### src/rtl/ro_puf_response_gen.sv
// Ring-oscillator PUF response generator: counts rising edges of two selected oscillators
// over a fixed clk_i window and reports which one is faster.
//
// state   | meaning
// S_IDLE  | waiting for start_i, result outputs hold the last run
// S_ARM   | counters cleared, sync/edge pipeline flushing with the new selection
// S_COUNT | counting synchronised rising edges for WINDOW cycles
// S_CMP   | registering comparison results, done_o follows next cycle
module ro_puf_response_gen #(
  parameter int NUM_RO      = 16,
  parameter int SEL_W       = 4,
  parameter int CNT_W       = 16,
  parameter int WINDOW      = 1024,
  parameter int SYNC_STAGES = 2
) (
  input  logic                 clk_i,
  input  logic                 rst_i,
  input  logic [NUM_RO-1:0]    ro_i,
  input  logic                 start_i,
  input  logic [2*SEL_W-1:0]   challenge_i,
  output logic                 busy_o,
  output logic                 done_o,
  output logic                 response_o,
  output logic                 tie_o,
  output logic                 sat_o,
  output logic [CNT_W-1:0]     count_a_o,
  output logic [CNT_W-1:0]     count_b_o
);

  localparam int TMR_W = $clog2(WINDOW + SYNC_STAGES + 1);
  localparam logic [CNT_W-1:0] CNT_MAX = '1;

  typedef enum logic [1:0] {S_IDLE, S_ARM, S_COUNT, S_CMP} state_t;

  state_t                 r_state;
  state_t                 w_state_nxt;
  logic [TMR_W-1:0]       r_tmr;
  logic                   w_tmr_tc;
  logic [SEL_W-1:0]       r_sel_a;
  logic [SEL_W-1:0]       r_sel_b;
  logic [1:0]             w_ro;
  logic [SYNC_STAGES-1:0] r_sync [2];
  logic [1:0]             r_prev;
  logic [1:0]             w_rise;
  logic [CNT_W-1:0]       r_cnt [2];
  logic [1:0]             r_sat;
  logic                   r_done;
  logic                   r_resp;
  logic                   r_tie;
  logic                   r_sat_out;
  logic [CNT_W-1:0]       r_cnt_a_out;
  logic [CNT_W-1:0]       r_cnt_b_out;

  assign w_tmr_tc = (r_tmr == '0);

  always_ff @(posedge clk_i or posedge rst_i) begin
    if (rst_i) r_state <= S_IDLE;
    else       r_state <= w_state_nxt;
  end

  always_comb begin
    w_state_nxt = r_state;
    case (r_state)
      S_IDLE:  if (start_i)  w_state_nxt = S_ARM;
      S_ARM:   if (w_tmr_tc) w_state_nxt = S_COUNT;
      S_COUNT: if (w_tmr_tc) w_state_nxt = S_CMP;
      S_CMP:   w_state_nxt = S_IDLE;
      default: w_state_nxt = S_IDLE;
    endcase
  end

  // Down-counter: SYNC_STAGES+1 arm cycles, then WINDOW count cycles.
  always_ff @(posedge clk_i or posedge rst_i) begin
    if (rst_i) begin
      r_tmr   <= '0;
      r_sel_a <= '0;
      r_sel_b <= '0;
    end else begin
      case (r_state)
        S_IDLE: begin
          if (start_i) begin
            r_tmr   <= TMR_W'(SYNC_STAGES);
            r_sel_a <= challenge_i[2*SEL_W-1:SEL_W];
            r_sel_b <= challenge_i[SEL_W-1:0];
          end
        end
        S_ARM: begin
          if (w_tmr_tc) r_tmr <= TMR_W'(WINDOW - 1);
          else          r_tmr <= r_tmr - TMR_W'(1);
        end
        S_COUNT: begin
          if (!w_tmr_tc) r_tmr <= r_tmr - TMR_W'(1);
        end
        default: r_tmr <= r_tmr;
      endcase
    end
  end

  // Out-of-range indices match no oscillator and read as constant 0.
  always_comb begin
    w_ro = 2'b00;
    for (int i = 0; i < NUM_RO; i++) begin
      if (r_sel_a == SEL_W'(i)) w_ro[0] = ro_i[i];
      if (r_sel_b == SEL_W'(i)) w_ro[1] = ro_i[i];
    end
  end

  always_ff @(posedge clk_i or posedge rst_i) begin
    if (rst_i) begin
      for (int k = 0; k < 2; k++) r_sync[k] <= '0;
      r_prev <= '0;
    end else begin
      for (int k = 0; k < 2; k++) begin
        r_sync[k] <= {r_sync[k][SYNC_STAGES-2:0], w_ro[k]};
        r_prev[k] <= r_sync[k][SYNC_STAGES-1];
      end
    end
  end

  always_comb begin
    w_rise = 2'b00;
    for (int k = 0; k < 2; k++) w_rise[k] = r_sync[k][SYNC_STAGES-1] & ~r_prev[k];
  end

  // Reaching the top value marks the run as saturated; further rises are dropped.
  always_ff @(posedge clk_i or posedge rst_i) begin
    if (rst_i) begin
      for (int k = 0; k < 2; k++) r_cnt[k] <= '0;
      r_sat <= '0;
    end else if (r_state == S_ARM) begin
      for (int k = 0; k < 2; k++) r_cnt[k] <= '0;
      r_sat <= '0;
    end else if (r_state == S_COUNT) begin
      for (int k = 0; k < 2; k++) begin
        if (w_rise[k] && (r_cnt[k] != CNT_MAX)) begin
          r_cnt[k] <= r_cnt[k] + CNT_W'(1);
          if (r_cnt[k] == (CNT_MAX - CNT_W'(1))) r_sat[k] <= 1'b1;
        end
      end
    end
  end

  always_ff @(posedge clk_i or posedge rst_i) begin
    if (rst_i) begin
      r_done      <= 1'b0;
      r_resp      <= 1'b0;
      r_tie       <= 1'b0;
      r_sat_out   <= 1'b0;
      r_cnt_a_out <= '0;
      r_cnt_b_out <= '0;
    end else begin
      r_done <= (r_state == S_CMP);
      if (r_state == S_CMP) begin
        r_resp      <= (r_cnt[0] > r_cnt[1]);
        r_tie       <= (r_cnt[0] == r_cnt[1]);
        r_sat_out   <= |r_sat;
        r_cnt_a_out <= r_cnt[0];
        r_cnt_b_out <= r_cnt[1];
      end
    end
  end

  assign busy_o     = (r_state != S_IDLE);
  assign done_o     = r_done;
  assign response_o = r_resp;
  assign tie_o      = r_tie;
  assign sat_o      = r_sat_out;
  assign count_a_o  = r_cnt_a_out;
  assign count_b_o  = r_cnt_b_out;

endmodule

### config.mk
export PLATFORM = sky130hd
export DESIGN_NAME = ro_puf_response_gen
export DESIGN_NICKNAME = d
export VERILOG_FILES = /design/src/rtl/ro_puf_response_gen.sv
export SDC_FILE = /design/constraint.sdc
export NUM_CORES = 1
export LEC_CHECK = 0
export ABC_AREA = 1
export BUFFER_PORTS_ARGS = -buffer_cell sky130_fd_sc_hd__buf_2
export CORE_MARGIN = 1
export CORE_UTILIZATION = 50
export DETAILED_ROUTE_END_ITERATION = 12
export PLACE_DENSITY = 0.74
export SLEW_MARGIN = 10
export SYNTH_ARGS = -nofsm -noshare
export SYNTH_HDL_FRONTEND = slang
export SYNTH_SLANG_ARGS = --single-unit
### constraint.sdc
create_clock -name clk_i -period 3.5 [get_ports clk_i]
set_input_delay 0.175 -clock clk_i [delete_from_list [all_inputs] [get_ports clk_i]]
set_output_delay 0.175 -clock clk_i [all_outputs]
set_load 0.03 [all_outputs]
**After elaboration in Yosys (flattened, before gate mapping)**

Index checks and enable logic that the tools add are counted.

- Flip-flop bits (word level): 97
- Word-level logic and storage cells: 138
- Output and inout port bits: 37
- Input port bits: 27

- Equality and inequality tests: 42
- Bitwise operators: 4
- Reduce and logical (&&, ||, !) cells: 21
- $add $sub $neg: 3
- Order comparisons: 1
- Multiplexer cells: 50

Operator list:

| operator | count |
|---|---|
| == test 4 bit, second input constant | 16 |
| two-way mux 32 bit | 2 |
| two-way mux 1 bit | 36 |
| two-way mux 11 bit | 3 |
| one-hot mux 11 bit (3 select lines) | 1 |
| adder 16 x 1 -> 16 bit, second input constant | 2 |
| == test 16 bit, second input constant | 2 |
| == test 4 x 3 -> 1 bit, second input constant | 8 |
| two-way mux 16 bit | 2 |
| inequality test 16 bit, second input constant | 2 |
| == test 16 bit | 1 |
| == test 4 x 2 -> 1 bit, second input constant | 4 |
| > comparator 16 bit | 1 |
| AND reduction 3 bit | 4 |
| nonzero test 2 bit | 6 |
| logical NOT 11 bit | 1 |
| subtractor 11 x 1 -> 11 bit, second input constant | 1 |
| two-way mux 2 bit | 5 |
| == test 4 x 1 -> 1 bit, second input constant | 2 |
| logical NOT 4 bit | 2 |
| inequality test 2 bit, second input constant | 4 |
| one-hot mux 2 bit (4 select lines) | 1 |
| AND reduction 2 bit | 3 |
| == test 2 bit, second input constant | 2 |
| other kinds (7) | 10 |

**Longest topological paths before layout**

- Word-level depth: 17
- Gate-level depth with buffers: 11
- Depth with buffers taken out: 11

**Worst setup path after synthesis**

No wires, ideal clock.

- Kind: flip-flop to flip-flop
- From: reg r_state[0]
- To: reg r_tmr[1]
- Period minus slack after synthesis: 1.715 ns
- Arrival: 1.589 ns
- Setup slack: 1.785 ns
- Data required time: 3.374 ns
- Path buffers: 0
- Stages on the path, launching flop included: 11
- Setup time: 0.126 ns
- Cell sequence: dfrtp_1 > inv_1 > ha_1 > inv_1 > nor2_1 > a21oi_1 > nand2_2 > nor2_4 > inv_1 > nor2_1 > a21oi_1

- Word-level cells in the longest chain between the ends: 3
- Elaborated cells on any way between the ends: 8
- Those cells by class: 4 x eq/ne; 1 x mux; 3 x reduce/logical

Ends and longest elaborated chain:

| element | line | text |
|---|---|---|
| from (decl) | 35 | `state_t r_state;` |
| from (signal assigned) | 58 | `else r_state <= w_state_nxt;` |
| == test 2 bit (tied with other cells) | 79 | `case (r_state)` |
| inequality test 2 bit (no line) / nonzero test 3 bit (equally long branches) | -- |  |
| AND reduction 3 bit (no line) | -- |  |
| to (signal assigned) | 82 | `r_tmr <= TMR_W'(SYNC_STAGES);` |
| to (signal assigned) | 88 | `if (w_tmr_tc) r_tmr <= TMR_W'(WINDOW - 1);` |
| to (signal assigned) | 89 | `else r_tmr <= r_tmr - TMR_W'(1);` |
| to (decl) | 37 | `logic [TMR_W-1:0] r_tmr;` |

Parallel ways exist; a longest one is shown, timed or not.
A chain may end at the register's enable or synchronous reset.

**Worst setup path in the final report**

- From: reg r_state[1]
- To: reg r_tmr[1]

Same word-level chain as after synthesis.

==> flow_metrics.tcl <==
set metrics [dict create \
    grt_pass1_wl_mm 20.93 \
    period_minus_slack_ps 2363 \
    cts_resized 0 \
    clock-sinks 97 \
    wl_met1_mm 5.818 \
    cp.depth 10 \
    met2_length_mm 5.655 \
    setup_tns_ps 0 \
    cp_max_fo 13 \
    final-max-slew-violation-count 0 \
    cp-end-kind "flop" \
    power_density_mw_per_mm2 325.2 \
    first_global_vias 4449 \
    arrival_ps 2610 \
    slowest_delay_ps 420 \
    worstSetupPathType "reg -> reg" \
    cts_buffers 9 \
    routedWlPerCell_um 13.61 \
    worst_pin_slew_ps 1008 \
    synth_area_leaders "dfrtp_1 (44%), nand2_1 (12%), ha_1 (6.1%)" \
    yosysTopAreaCell "dfrtp_1" \
    r2r_slack_ps 1140 \
    initial_core_util_pct 51.18 \
    die_area_mm2 0.01152 \
    clock_latency_ps 370 \
    post-place-ws_ps 1169 \
    clk_pin_slew_ps 90 \
    drive_gt1_share_pct 16.28 \
    setup_ws_ps 1137 \
    ys_types 37 \
    fin_skew_ps 10.76 \
    min_path_type "in -> async" \
    fin_nets 820 \
    netlist_area_mm2 0.005548 \
    r2r-start "r_state[1]$_DFFE_PP0P_" \
    crit_chain "inv_1, ha_1, buf_4, nor2_1, a21oi_1, nand2_2, nor2_4, inv_1, nor2_1, a21oi_1" \
    synth_top_area_share_pct 43.75 \
    grt.overflow.total 0 \
    synth_top_family_by_area "simple AND/OR/NAND/NOR gates" \
    final_util_pct 56.98 \
    grt_max_degree 85 \
    htree_num_levels 3 \
    dr.pass1.iters 4 \
    drtIter0Drc 306 \
    synth_xor_area_share_pct 3.473 \
    gp_congestion 0.9248 \
    core_mm2 0.01084 \
    rsz0062_at_grt "false" \
    num_io_pins 64 \
    top_layer "met4" \
    max_freq_mhz 423.1 \
    grt_antenna_before_repair 0 \
    synth-main-ff-cell "dfrtp_1" \
    synthMuxAreaShare_pct 0 \
    synth_compound_area_share_pct 12.27 \
    yosys_warnings 0 \
    ys_seq_elements 97 \
    crit_required_ps 3750 \
    ff2ff_path_depth 10 \
    num_antenna_cells 0 \
    num_vias 4828 \
    path_buf_inv 3 \
    clockBufferDepth 2 \
    drtAntennaViolNets 0 \
    outcome "completed" \
    cp-startpoint "r_state[1]$_DFFE_PP0P_" \
    max-vdd-ir-drop_v 0.0001997 \
    synthSimpleGateAreaFrac_pct 27.72 \
    cts_tree "done" \
    routed_wl_mm 12.36 \
    cts_setup_buffers 0 \
    portBuffers 63 \
    finalPower_mw 2.009 \
    r2r-end "r_tmr[1]$_DFFE_PP0P_" \
    synthArstFlopShare_pct 100.0 \
    cap_viol_max_count 0 \
    synth_commonest_cells "nand2_1 (182), dfrtp_1 (97), nor2_1 (71)" \
    vias_per_cell 5.317 \
    rows 38 \
    cts_root_buf "clkbuf_8" \
    syn_area_per_cell_um2 7.847 \
    synth-adder-area-share_pct 6.089 \
    die_y_um 107.3 \
    dp_hpwl_mm 9.154 \
    synth_edf_count 0 \
    syn_nets 761 \
    cts_hold_buf 0 \
    start_kind "flop" \
    p_leak_nw 3.022 \
    cpMaxStageDelayCell "dfrtp_1" \
    grt_usage_pct 22.79 \
    synthToLayoutAreaGrowth_pct 11.34 \
    slew-limit-headroom_pct 32.81 \
    wl_met3_um 721 \
    syn_inst 707 \
    drc 0 \
    dieWidth_um 107.3 \
    ys_seq_area_share_pct 43.75 \
    yosysMostFrequentCell "nand2_1" \
    setup_viol 0 \
    finalHoldViolCount 0 \
    fin_crit_sh_pct 67.52 \
    cp_top_family "simple AND/OR/NAND/NOR gates" \
]
[power by group]
group / internal (mW) / leakage (nW) / switching, mW
combinational: 0.0155 / 1.64 / 0.0330
clock: 0.462 / 0.111 / 0.374
sequential: 1.12 / 1.27 / 0.00146
[logic make-up after synthesis]
| family | count (synthesis) |
|---|---|
| buf+inv | 88 |
| xor+xnor | 22 |
| compound gates | 116 |
| flops | 97 |
| simple gates | 357 |
| fa+ha+maj | 27 |
[sequential cells by signal, indices dropped and copies added, names as in the netlist, 4 cells and up]
| register | count |
|---|---|
| r_sel_b | 4 |
| r_tmr | 11 |
| r_sel_a | 4 |
| r_sync | 4 |
| count_a_o | 16 |
| count_b_o | 16 |
| r_cnt | 32 |
[per-layer routing]
metal  GRT usage [%]  up-vias
met5               0        -
met4           5.479        0
met3           4.782       16
met2           37.05      149
met1           31.14     2257
li1                -     2406
[stage by stage]
stage	instances	hold slack [ps]	instance area, um2
2_1_floorplan	707	327.2	5548
3_3_place_gp	895	335.4	5958
3_5_place_dp	895	346.5	5958
4_1_cts	908	46.35	6177
5_1_grt	908	67.19	6177
6_report	908	55.37	6177
[how the worst max path moves through the flow]
stage / end / slack [ps]
3_5_place_dp: r_tmr[1]$_DFFE_PP0P_ / 1170
4_1_cts: r_tmr[1]$_DFFE_PP0P_ / 1160
3_3_place_gp: r_cnt[10]$_DFFE_PP0P_ / 1310
2_1_floorplan: count_a_o[0]$_DFFE_PP0P_ / 790
6_report: r_tmr[1]$_DFFE_PP0P_ / 1140
5_1_grt: r_tmr[1]$_DFFE_PP0P_ / 960
[worst register-to-register path: stages (launching register included)]
cell	delay [ps]
dfrtp_1	420
inv_1	110
ha_1	400
buf_4	270
nor2_1	140
a21oi_1	190
nand2_2	170
nor2_4	250
inv_1	100
nor2_1	140
a21oi_1	60
[cell usage in the layout (no fill, tap or decap), types with 2 or more instances in the layout]
master and count:
nand2_1 182, dfrtp_1 97, nor2_1 71, inv_1 65, buf_2 63, o21ai_0 58
nand3_1 55, ha_1 27, xor2_1 21, a21oi_1 19, o21ai_2 18, nor3_1 15
nand2_2 10, clkbuf_8 9, nand4_1 7, o21ai_1 7, or2_2 6, o211ai_1 4
buf_4 4, nor2_2 3, nor2_4 3, a22o_1 3, a31oi_1 3, bufinv_16 3
o22ai_1 2, inv_2 2
[area by class of cell]
cell class	count	area (um2)
repair buffers	67	345.3
well taps	140	175.2
inverters	69	261.5
clock buffers	9	123.9
multi-input cells	522	2749
flip-flops and latches	97	2427
clock inverters	4	95.09
fillers	1030	4663
No activity file was read; power rests on OpenSTA's default activity.
